<file path="config.mk">
export PLATFORM = sky130hd
export DESIGN_NAME = ysyx_exu_muldiv_rs
export DESIGN_NICKNAME = d
export VERILOG_FILES = /design/src/rtl/ysyx_rs_pkg.sv /design/src/rtl/ysyx_rs_pick.sv /design/src/rtl/ysyx_exu_muldiv_rs.sv
export SDC_FILE = /design/constraint.sdc
export NUM_CORES = 1
export LEC_CHECK = 0
export ABC_AREA = 1
export CAP_MARGIN = 20
export CORE_ASPECT_RATIO = 0.6
export CORE_UTILIZATION = 35
export DETAILED_ROUTE_END_ITERATION = 6
export DONT_BUFFER_PORTS = 1
export SYNTH_ARGS = -nofsm -noshare
export SYNTH_HDL_FRONTEND = slang
export SYNTH_HIERARCHICAL = 1
export SYNTH_SLANG_ARGS = --single-unit
</file>
<file path="constraint.sdc">
create_clock -name clock -period 8.3 [get_ports clock]
set_input_delay 1.245 -clock clock [delete_from_list [all_inputs] [get_ports clock]]
set_output_delay 1.245 -clock clock [all_outputs]
set_load 0.02 [all_outputs]
</file>
<file path="src/rtl/ysyx_rs_pkg.sv">
// Shared types and defaults for the mul/div reservation station.
// Falls back to a 32-bit datapath when the core-wide XLEN macro is absent.
`ifndef YSYX_XLEN
`define YSYX_XLEN 32
`endif

package ysyx_rs_pkg;

    localparam int RS_XLEN     = `YSYX_XLEN;
    localparam int RS_SIZE_DEF = 4;
    localparam int RS_TAG_W    = 4;

    typedef struct packed {
        logic                valid;
        logic [4:0]          op;
        logic [RS_XLEN-1:0]  vj;
        logic [RS_XLEN-1:0]  vk;
        logic                qj_busy;
        logic [RS_TAG_W-1:0] qj;
        logic                qk_busy;
        logic [RS_TAG_W-1:0] qk;
        logic [RS_TAG_W-1:0] dest;
    } rs_entry_t;

    // Capture a matching CDB broadcast into whichever operands are still pending.
    function automatic rs_entry_t rs_snoop(input rs_entry_t e, input logic cv,
                                           input logic [RS_TAG_W-1:0] ct,
                                           input logic [RS_XLEN-1:0] cd);
        rs_entry_t r;
        r = e;
        if (e.valid && cv) begin
            if (e.qj_busy && e.qj == ct) begin
                r.vj      = cd;
                r.qj_busy = 1'b0;
            end
            if (e.qk_busy && e.qk == ct) begin
                r.vk      = cd;
                r.qk_busy = 1'b0;
            end
        end
        return r;
    endfunction

endpackage

</file>
<file path="src/rtl/ysyx_rs_pick.sv">
// Lowest-index priority picker: request vector to one-hot grant, index and any.
module ysyx_rs_pick #(
    parameter int N     = 4,
    parameter int IDX_W = (N > 1) ? $clog2(N) : 1
) (
    input  logic [N-1:0]     req,
    output logic [N-1:0]     gnt,
    output logic [IDX_W-1:0] idx,
    output logic             any
);

    always_comb begin
        gnt = '0;
        idx = '0;
        any = 1'b0;
        // Walk downwards so the lowest requesting index is the last to win.
        for (int i = N - 1; i >= 0; i--) begin
            if (req[i]) begin
                gnt    = '0;
                gnt[i] = 1'b1;
                idx    = IDX_W'(i);
                any    = 1'b1;
            end
        end
    end

endmodule

</file>
<file path="src/rtl/ysyx_exu_muldiv_rs.sv">
// Reservation station feeding the single-op mul/div unit; tracks the op in flight
// and holds one tagged result for writeback.
module ysyx_exu_muldiv_rs
    import ysyx_rs_pkg::*;
#(
    parameter int XLEN    = RS_XLEN,
    parameter int RS_SIZE = RS_SIZE_DEF,
    parameter int TAG_W   = RS_TAG_W
) (
    input  logic             clock,
    input  logic             reset,
    input  logic             flush,
    input  logic             in_valid,
    output logic             in_ready,
    input  logic [4:0]       in_op,
    input  logic [XLEN-1:0]  in_vj,
    input  logic [XLEN-1:0]  in_vk,
    input  logic             in_qj_busy,
    input  logic             in_qk_busy,
    input  logic [TAG_W-1:0] in_qj,
    input  logic [TAG_W-1:0] in_qk,
    input  logic [TAG_W-1:0] in_dest,
    input  logic             cdb_valid,
    input  logic [TAG_W-1:0] cdb_tag,
    input  logic [XLEN-1:0]  cdb_data,
    output logic [XLEN-1:0]  mul_a,
    output logic [XLEN-1:0]  mul_b,
    output logic [4:0]       mul_op,
    output logic             mul_valid,
    input  logic [XLEN-1:0]  mul_r,
    input  logic             mul_rvalid,
    output logic             out_valid,
    input  logic             out_ready,
    output logic [TAG_W-1:0] out_tag,
    output logic [XLEN-1:0]  out_r
);

    localparam int IDX_W = $clog2(RS_SIZE);

    rs_entry_t entries_q [RS_SIZE];
    rs_entry_t entries_d [RS_SIZE];
    rs_entry_t new_entry;
    rs_entry_t sel_entry;

    logic             inflight_q, inflight_d;
    logic             kill_q, kill_d;
    logic [TAG_W-1:0] inflight_tag_q, inflight_tag_d;
    logic             out_valid_q, out_valid_d;
    logic [TAG_W-1:0] out_tag_q, out_tag_d;
    logic [XLEN-1:0]  out_r_q, out_r_d;
    logic             mul_valid_q, mul_valid_d;
    logic [XLEN-1:0]  mul_a_q, mul_a_d, mul_b_q, mul_b_d;
    logic [4:0]       mul_op_q, mul_op_d;

    logic [RS_SIZE-1:0] free_req, rdy_req, free_gnt, rdy_gnt;
    logic [IDX_W-1:0]   free_idx, rdy_idx;
    logic               free_any, rdy_any;
    logic               dispatch, issue, complete;
    logic [IDX_W-1:0]   unused_free_idx;

    always_comb begin
        for (int i = 0; i < RS_SIZE; i++) begin
            free_req[i] = !entries_q[i].valid;
            rdy_req[i]  = entries_q[i].valid && !entries_q[i].qj_busy && !entries_q[i].qk_busy;
        end
    end

    ysyx_rs_pick #(.N(RS_SIZE), .IDX_W(IDX_W)) u_free_pick (
        .req(free_req), .gnt(free_gnt), .idx(free_idx), .any(free_any)
    );

    ysyx_rs_pick #(.N(RS_SIZE), .IDX_W(IDX_W)) u_rdy_pick (
        .req(rdy_req), .gnt(rdy_gnt), .idx(rdy_idx), .any(rdy_any)
    );

    assign unused_free_idx = free_idx;
    assign in_ready  = !reset && !flush && free_any;
    assign dispatch  = in_valid && in_ready;
    assign issue     = !inflight_q && !out_valid_q && !flush && rdy_any;
    assign complete  = mul_rvalid && inflight_q;
    assign sel_entry = entries_q[rdy_idx];

    always_comb begin
        new_entry = rs_snoop('{valid: 1'b1, op: in_op, vj: in_vj, vk: in_vk,
                               qj_busy: in_qj_busy, qj: in_qj,
                               qk_busy: in_qk_busy, qk: in_qk, dest: in_dest},
                             cdb_valid, cdb_tag, cdb_data);
    end

    always_comb begin
        for (int i = 0; i < RS_SIZE; i++) begin
            entries_d[i] = rs_snoop(entries_q[i], cdb_valid, cdb_tag, cdb_data);
            if (issue && rdy_gnt[i]) entries_d[i].valid = 1'b0;
            if (dispatch && free_gnt[i]) entries_d[i] = new_entry;
            if (flush) entries_d[i].valid = 1'b0;
        end

        mul_valid_d    = issue;
        mul_a_d        = issue ? sel_entry.vj : mul_a_q;
        mul_b_d        = issue ? sel_entry.vk : mul_b_q;
        mul_op_d       = issue ? sel_entry.op : mul_op_q;

        inflight_d     = inflight_q;
        kill_d         = kill_q;
        inflight_tag_d = inflight_tag_q;
        if (complete) begin
            inflight_d = 1'b0;
            kill_d     = 1'b0;
        end else if (flush && inflight_q) begin
            // The unit cannot be cancelled: stay blocked until its result drains.
            kill_d = 1'b1;
        end
        if (issue) begin
            inflight_d     = 1'b1;
            inflight_tag_d = sel_entry.dest;
        end

        out_valid_d = out_valid_q;
        out_r_d     = out_r_q;
        out_tag_d   = out_tag_q;
        if (out_valid_q && out_ready) out_valid_d = 1'b0;
        if (complete && !kill_q && !flush) begin
            out_valid_d = 1'b1;
            out_r_d     = mul_r;
            out_tag_d   = inflight_tag_q;
        end
        if (flush) out_valid_d = 1'b0;
    end

    always_ff @(posedge clock) begin
        if (reset) begin
            for (int i = 0; i < RS_SIZE; i++) entries_q[i].valid <= 1'b0;
            inflight_q     <= 1'b0;
            kill_q         <= 1'b0;
            inflight_tag_q <= '0;
            out_valid_q    <= 1'b0;
            out_tag_q      <= '0;
            out_r_q        <= '0;
            mul_valid_q    <= 1'b0;
            mul_a_q        <= '0;
            mul_b_q        <= '0;
            mul_op_q       <= '0;
        end else begin
            for (int i = 0; i < RS_SIZE; i++) entries_q[i] <= entries_d[i];
            inflight_q     <= inflight_d;
            kill_q         <= kill_d;
            inflight_tag_q <= inflight_tag_d;
            out_valid_q    <= out_valid_d;
            out_tag_q      <= out_tag_d;
            out_r_q        <= out_r_d;
            mul_valid_q    <= mul_valid_d;
            mul_a_q        <= mul_a_d;
            mul_b_q        <= mul_b_d;
            mul_op_q       <= mul_op_d;
        end
    end

    assign mul_valid = mul_valid_q;
    assign mul_a     = mul_a_q;
    assign mul_b     = mul_b_q;
    assign mul_op    = mul_op_q;
    assign out_valid = out_valid_q;
    assign out_tag   = out_tag_q;
    assign out_r     = out_r_q;

endmodule
</file>
==> out/results.txt <==
outcome - finished, final reports clean
Max Fclk - 247 MHz
clock skew - 0.0180 ns
GPL Wtd Cong - 0.854
Hold WC Path Type - flop to flop
vias per cell - 5.25
RSZ-0062 raised after global routing - false
leakage power - 9.68 nW
Final period util - 0.488
Root Buffer - clkbuf_16
Detail Route Antenna Nets - 0
Layout Cells excl Fill - 3,304
Iteration-0 DRC Markers - 1,963
cell family with most CP delay - buffers and inverters
FF-to-FF path depth - 11
hold buffer count at CTS - 0
worst path arrival time - 4.58 ns
Critical Path, Cell by Cell - inv_1 > nor3_1 > inv_2 > nand2_1 > nand2_4 > inv_4 > buf_4 > nor2_1 > o21ai_0 > o21ai_0 > inv_1
critical path startpoint category - flop
Core Area - 0.0627 mm²
largest net degree at the start of global routing - 148
CP Buf/Inv Count - 5
hpwl dp - 41,400 µm
Util after Layout - 0.387
CTS buffer count - 48
fraction of layout cells with a size suffix above 1 - 0.0877
Setup Buffers After CTS - 0
Initial Utilization - 0.354
setup TNS - 0 ns
count of input and output buffers - 0
clk_lat worst skew - 0.59 ns
cell count after synthesis - 2,507
Slew Limit Fails - 0
post-CTS sizing - 0
Remaining DRCs - 0
vias in the first global route - 16,260
Die Y - 197 µm
DP Cell Count - 3,211
clk buf depth - 3
row count - 71
CP Data Required Time - 8.84 ns
Worst-path clk slew - 0.06 ns
CTS tree - built
power density over the cells - 196 mW/mm²
mean post-synth cell area - 8.86 µm²
Max-Cap Viols - 0
fillers - 6,247
TritonRoute pass-1 iters - 6
GRT Util Overall - 0.208
critical path class - flop to flop
Tmin final - 4.05 ns
normalized max-slew margin - 0.234
Routed WL per cell - 20.7 µm
IO Pins - 266
FF-to-FF setup slack - 4.25 ns
post-synth net total - 2,665
worst-path fanout max - 80
Mapped Area - 0.0222 mm²
Max stage delay on crit path - 0.81 ns
Reg2Reg Launch Point - entries_q[0][83]$_SDFFE_PP0P_
area of the multi-input gates - 0.00812 mm²
Stages on worst setup path - 11
Final #Nets - 2,583
reg2reg end - mul_b[30]$_SDFFE_PP0P_
Tot Pwr - 4.76 mW
register area - 0.0123 mm²
worst-margin pin slew - 1.15 ns
final wirelength - 68,300 µm
DR vias - 17,340
Overflow after GRT - 0
count of final setup violators - 0
CTS HTree Levels - 2
Area growth syn-to-layout - 9.33%
Die W - 327 µm
worst vdd ir - 0.000122 V
CP endpoint - mul_b[30]$_SDFFE_PP0P_
worst setup path startpoint - entries_q[0][83]$_SDFFE_PP0P_
Slowest-stage cell, CP - buf_4
initial antenna violation count - 5
CTS sink cnt - 449
Fin. Hold Viols - 0
Total Die Area - 0.0645 mm²
synthesis warning total - 6
CP endpoint kind - flop
first-pass GRT wire length - 102,000 µm
worst min path at each step:
stage	start	to	slack, ns	cells after the start
6_report	inflight_tag_q[3]$_SDFFE_PP0P_	out_tag[3]$_SDFFE_PP0P_	0.45	2
5_1_grt	inflight_tag_q[3]$_SDFFE_PP0P_	out_tag[3]$_SDFFE_PP0P_	0.47	2
4_1_cts	inflight_tag_q[3]$_SDFFE_PP0P_	out_tag[3]$_SDFFE_PP0P_	0.45	2
3_5_place_dp	inflight_tag_q[3]$_SDFFE_PP0P_	out_tag[3]$_SDFFE_PP0P_	0.45	2
3_3_place_gp	inflight_tag_q[3]$_SDFFE_PP0P_	out_tag[3]$_SDFFE_PP0P_	0.44	2
2_1_floorplan	inflight_tag_q[0]$_SDFFE_PP0P_	out_tag[0]$_SDFFE_PP0P_	0.43	2
final cells by class:
| cell class | instances | share of cell area |
|---|---|---|
| Multi-Input combinational cell | 1625 | 0.334 |
| Clock buffer | 72 | 0.0561 |
| Antenna cell | 2 | 0.000206 |
| Inverter | 277 | 0.0435 |
| Sequential cell | 449 | 0.507 |
| Tap cell | 839 | 0.0432 |
| Timing Repair Buffer | 24 | 0.00989 |
| Clock inverter | 16 | 0.00562 |
cell usage in the layout, fill, tap and decap left out, types with 8 or more instances in the layout:
| cell | n |
|---|---|
| nor3_1 | 10 |
| nand3_4 | 31 |
| a21oi_1 | 84 |
| o21ai_1 | 70 |
| clkbuf_16 | 49 |
| edfxtp_1 | 332 |
| nand3_1 | 277 |
| dfxtp_1 | 117 |
| inv_1 | 258 |
| clkbuf_1 | 18 |
| xor2_1 | 13 |
| nand2_1 | 454 |
| nor2_1 | 306 |
| o21ai_4 | 8 |
| inv_2 | 12 |
| nand2_4 | 31 |
| nand4_1 | 32 |
| buf_4 | 21 |
| o21ai_0 | 262 |
| nand2_2 | 19 |
registers in the layout, summed over array words and instances (netlist names):
register        flops
entries_q         336
mul_op              5
inflight_tag_q      4
out_tag             4
out_r              32
mul_a              32
mul_b              32
mul_valid           1
kill_q              1
out_valid           1
inflight_q          1
layer usage:
layer,GRT usage,vias up,wire length [µm]
met5,0,-,0
met4,0.0646,0,1890
met3,0.0650,142,7400
met2,0.314,865,29600
met1,0.284,8143,29500
li1,-,8190,-
where the power goes:
part	total, mW	switching (mW)	internal [mW]	leakage (nW)
combinational	0.234	0.167	0.0669	5.00
clock	2.09	0.891	1.19	0.725
sequential	2.44	0.00829	2.43	3.95
total	4.76	1.07	3.69	9.68
worst register-to-register path: cells and delay by family, from the launching register on:
family          cells  cell delay (ns)
buf+inv             5             1.88
compound gates      2             0.74
flops               1             0.38
simple gates        4             1.02
through the flow:
| stage | area (µm²) | hold WS [ns] | worst slack (ns) |
|---|---|---|---|
| floorplan | 22200 | 0.430 | 3.53 |
| global placement | 22700 | 0.445 | 4.23 |
| detailed placement | 22700 | 0.452 | 4.22 |
| CTS | 24200 | 0.451 | 4.25 |
| global route | 24300 | 0.474 | 3.93 |
| finish | 24300 | 0.454 | 4.25 |
(Power assumes the default switching activity.)
